$ cat src/rtl/sync_debounce_d.sv
// sync_debounce_d: synchronises and debounces an async level, emitting edge strobes and a saturating transition count
module sync_debounce_d #(
  parameter int SYNC_STAGES     = 2,
  parameter int DEBOUNCE_CYCLES = 4,
  parameter int CNT_W           = 8
) (
  input  logic             clk,
  input  logic             reset,
  input  logic             din_async,
  output logic             dout,
  output logic             rise,
  output logic             fall,
  output logic             busy,
  output logic [CNT_W-1:0] changes
);
  localparam int CW = DEBOUNCE_CYCLES > 1 ? $clog2(DEBOUNCE_CYCLES) : 1;
  typedef enum logic {STABLE, CHECK} state_t;
  state_t state, state_n;
  logic [SYNC_STAGES-1:0] sync;
  logic [CW-1:0] cnt, cnt_n;
  logic s, diff, accept;
  assign s = sync[SYNC_STAGES-1];
  assign busy = state == CHECK;
  // plain shift chain; no logic between stages so metastability can settle
  always_ff @(posedge clk or negedge reset)
    if (!reset) sync <= '0;
    else sync <= {sync[SYNC_STAGES-2:0], din_async};
  // a transition is accepted once s has differed from dout for DEBOUNCE_CYCLES edges; any reversal restarts from zero
  always_comb begin
    diff    = s != dout;
    accept  = diff && (state == STABLE ? DEBOUNCE_CYCLES == 1 : cnt == CW'(DEBOUNCE_CYCLES - 1));
    state_n = diff && !accept ? CHECK : STABLE;
    cnt_n   = state_n == CHECK ? cnt + CW'(1) : '0;
  end
  // state, clean level, strobes and saturating counter all register together
  always_ff @(posedge clk or negedge reset)
    if (!reset) begin
      state   <= STABLE;
      cnt     <= '0;
      dout    <= 1'b0;
      rise    <= 1'b0;
      fall    <= 1'b0;
      changes <= '0;
    end else begin
      state <= state_n;
      cnt   <= cnt_n;
      dout  <= accept ? s : dout;
      rise  <= accept & s;
      fall  <= accept & ~s;
      if (accept && changes != '1) changes <= changes + CNT_W'(1);
    end
endmodule

$ cat config.mk
export PLATFORM = sky130hd
export DESIGN_NAME = sync_debounce_d
export DESIGN_NICKNAME = d
export VERILOG_FILES = /design/src/rtl/sync_debounce_d.sv
export SDC_FILE = /design/constraint.sdc
export NUM_CORES = 1
export LEC_CHECK = 0
export ABC_AREA = 1
export CORE_UTILIZATION = 49
export DETAILED_ROUTE_END_ITERATION = 7
export GPL_TIMING_DRIVEN = 0
export PLACE_DENSITY = 0.86
export SLEW_MARGIN = 10
export SYNTH_ARGS = -nofsm -noshare
export SYNTH_HDL_FRONTEND = slang
export SYNTH_SLANG_ARGS = --single-unit
export TNS_END_PERCENT = 20
$ cat constraint.sdc
create_clock -name clk -period 1.6 [get_ports clk]
set_clock_uncertainty 0.2 [all_clocks]
set_input_delay 0.48 -clock clk [delete_from_list [all_inputs] [get_ports clk]]
set_output_delay 0.48 -clock clk [all_outputs]
set_load 0.1 [all_outputs]
After elaboration in Yosys (flattened, before gate mapping)
Index checks and enable logic that the tools add are counted.

$add $sub $neg: 2. Eq/ne operators: 3. Muxes and demuxes: 3. Bitwise gates (word level): 3. Reduce and logical (&&, ||, !) cells: 4.

Operators with widths (number): $add 8x1->8 const B (1); $ne 8x8->1 const B (1); $logic_and 1x1->1 (3); $add 2x1->2 const B (1); $and 1x1->1 (2); $eq 2x2->1 const B (1); $mux 1 (2); $mux 2 (1); $logic_not 1->1 (1); $ne 1x1->1 (1); $not 1->1 (1).

Flip-flop bits (word level): 16.

Depth between registers and ports, before layout
Depth in word-level cells: 7. Mapped depth: 8.

Worst setup path before layout
Ideal clock, no wire load.

Path kind: flip-flop to flip-flop. Start: reg changes[1]. End: reg changes[6]. Setup time: 0.120 ns. Data arrival time: 1.768 ns. Required time: 1.280 ns. Slack: -0.489 ns. Cell stages (with the launch flop): 7. Clock period less this slack: 2.089 ns. Cell sequence: dfrtp_1 -> ha_1 -> nand3_1 -> nor2_1 -> nor2_2 -> nand2_1 -> nand2_1.

Word-level cells in the longest chain between the ends: 2. Elaborated cells on any way between the ends: 3. Those cells by class: add/sub (1); eq/ne (1); reduce/logical (1).

Ends and longest elaborated chain: start, declared (RTL line 14) `output logic [CNT_W-1:0] changes`; start signal, assigned (RTL line 50) `if (accept && changes != '1) changes <= changes + CNT_W'(1);`; parallel branches: the longest is 2 deep, another holds $add 8x1->8.

Parallel ways; which one is timed is not known. A chain may end at the register's enable or synchronous reset.

Worst setup path after layout
Start: reg changes[0]. End: out changes[0].

No word-level cell between the ends.

==> results.toml <==
[run_status]
status = "finished, violations left"
violations = "negative setup slack"

[cells_and_area]
final_util = 0.755
syn_to_final_growth_pct = 44.5
final_area_mm2 = 0.00112
fin_nets = 121
seq_area_um2 = 418
fillCellCount = 106
multiInputGateArea_um2 = 355
drive_gt1_frac = 0.330
final_cells = 131
n_antenna_cell = 0

[setup_path]
crit_path_start_kind = "flip-flop"
critPathMaxStageDelay_ns = 0.54
worstSetupEndpointType = "primary output"
r2r_start = "changes[0]$_DFFE_PN0P_"
path_cells = "buf_12"
cp_num_buf_inv = 1
arrival_ns = 1.02
regToRegEndpoint = "changes[5]$_DFFE_PN0P_"
crit_required_ns = 0.92
path_class = "reg -> out"
reg2reg_slack_ns = 0.10
cpMaxStageDelayCell = "dfrtp_4"
reg2reg_depth = 6
worstPathMaxFanout = 5
crit_family = "flip-flops"

[min_path]
worstHoldStart = "sync[0]$_DFF_PN0_"
min_path_type = "reg -> reg"
hold_end = "sync[1]$_DFF_PN0_"
min_path_cells = 0

[logic_synthesis]
syn_area_um2 = 778
ys_ff_latch = 16
synth.distinct_cells = 17
synth_seq_area_share = 0.514
synth.avg_cell_area_um2 = 8.11
syn_inst = 96
synth_warnings = 0
syn_nets = 101

[place]
io_buffers = 14
dpl.hpwl_um = 1000
placed_area_um2 = 973
place_congestion = 0.710
dpl.cell_count = 126
dp_slack_ns = -0.650

[sta]
max_freq_mhz = 588
holdWs_ns = 0.150
setup_slack_ns = -0.101
tightest_slew_ns = 0.681
period_needed_ns = 1.70
rsz0062_at_grt = "yes"
finalHoldViolCount = 0
setup-violations-final = 8
fin_setup_tns_ns = -0.396
slew_viol_final = 0
post-route-period-util = 1.06
slew_headroom = 0.545

[global_route]
grt_max_degree = 17
antenna_found_initial = 0
track_usage = 0.192
grt_remaining_overflow = 0
grt_pass1_vias = 587
grt_pass1_wl_um = 2450

[pwr]
ir_drop_uv = 1120
powerDensity_mw_per_mm2 = 1390
p_total_mw = 1.57
p_leak_nw = 0.555

[floorplan]
num_rows = 14
die_h_um = 41.9
die_area_mm2 = 0.00175
die_w_um = 41.9
num_io_pins = 15
start_util = 0.523
core_region_area_mm2 = 0.00149

[clock_tree]
cts_max_level = 1
worstSkewPairLatency_ns = 0.30
tritoncts = "yes"
numCtsBuffers = 3
clock_path_buffers = 2
cts_root_buffer = "clkbuf_4"
cts_sinks = 16
postCtsHoldBufs = 0
clk_pin_slew_ns = 0.10

[detailed_routing]
drt_iter0_markers = 8
finalWirelength_um = 1510
first_pass_iters = 4
via_per_inst = 4.99
num_vias = 654
detail-route-antenna-nets = 0
wl_per_cell_um = 11.5
drc = 0

[run]
drv_cap = 0
[repair_timing]
item                                    4_1_cts  5_1_grt
buffers inserted                              1        0
cloned                                        0        0
gates resized for setup                     100        5
endpoints found under the setup margin       12       20
[logic make-up (layout without fill, tap and decap cells)]
kind of cell               Yosys count  count (layout)  synth area share
AOI/OAI and AO/OA                    2               2            0.0145
buffers and inverters               12              31            0.0579
and+or+nand+nor                     61              61             0.347
xor gates and xnor gates             3               3            0.0338
DFF                                 16              16             0.514
adders and majority gates            2               2            0.0321
[cell usage after synthesis, drive strengths merged]
master	instances	area, um^2
inv	12	45.0
o22ai	1	6.26
o21ai	1	5.00
xnor2	2	17.5
nand3b	1	7.51
dfrtp	16	400
nand3	4	25.0
xor2	1	8.76
ha	2	25.0
nor2	10	47.6
nand2	46	190
[how the worst max path moves through the flow]
stage                     cells past startpoint                endpoint  slack [ns]                    from
after detailed placement                      1              changes[1]       -0.65  changes[1]$_DFFE_PN0P_
final                                         1              changes[0]       -0.10  changes[0]$_DFFE_PN0P_
after floorplan                               6  changes[6]$_DFFE_PN0P_       0.005          busy$_DFF_PN0_
after global placement                        1              changes[1]       -0.65  changes[1]$_DFFE_PN0P_
after CTS                                     1              changes[0]        -0.1  changes[0]$_DFFE_PN0P_
after global routing                          1              changes[0]       -0.11  changes[0]$_DFFE_PN0P_
[final cells by class]
| cell class | count | share of cell area |
|---|---|---|
| Clock buffer | 4 | 0.0323 |
| Inverter | 12 | 0.0400 |
| Multi-Input combinational cell | 68 | 0.316 |
| Sequential cell | 16 | 0.372 |
| Tap cell | 16 | 0.0178 |
| Timing Repair Buffer | 15 | 0.222 |
[flip-flops by register name, summed over array words and instances (netlist names)]
| name | flops |
|---|---|
| changes | 8 |
| busy | 1 |
| rise | 1 |
| cnt | 2 |
| dout | 1 |
| fall | 1 |
| sync | 2 |
[cells in the final DEF (no fill, tap or decap), types with 3 or more instances in the layout]
cell type,instances
buf_12,10
clkbuf_4,3
dfrtp_1,6
dfrtp_2,8
inv_1,11
nand2_1,41
nand2_2,4
nor2_1,8
[routing by layer]
layer  share of wire  track usage
met1            0.44        0.233
met5               0            0
met2            0.49        0.303
met3           0.036       0.0261
met4           0.029        0.155
[where the power goes]
part           internal, mW  total, mW  switching (mW)
registers             0.488      0.578          0.0901
logic                 0.245      0.713           0.468
clock network         0.139      0.276           0.137
(Power assumes the default switching activity.)
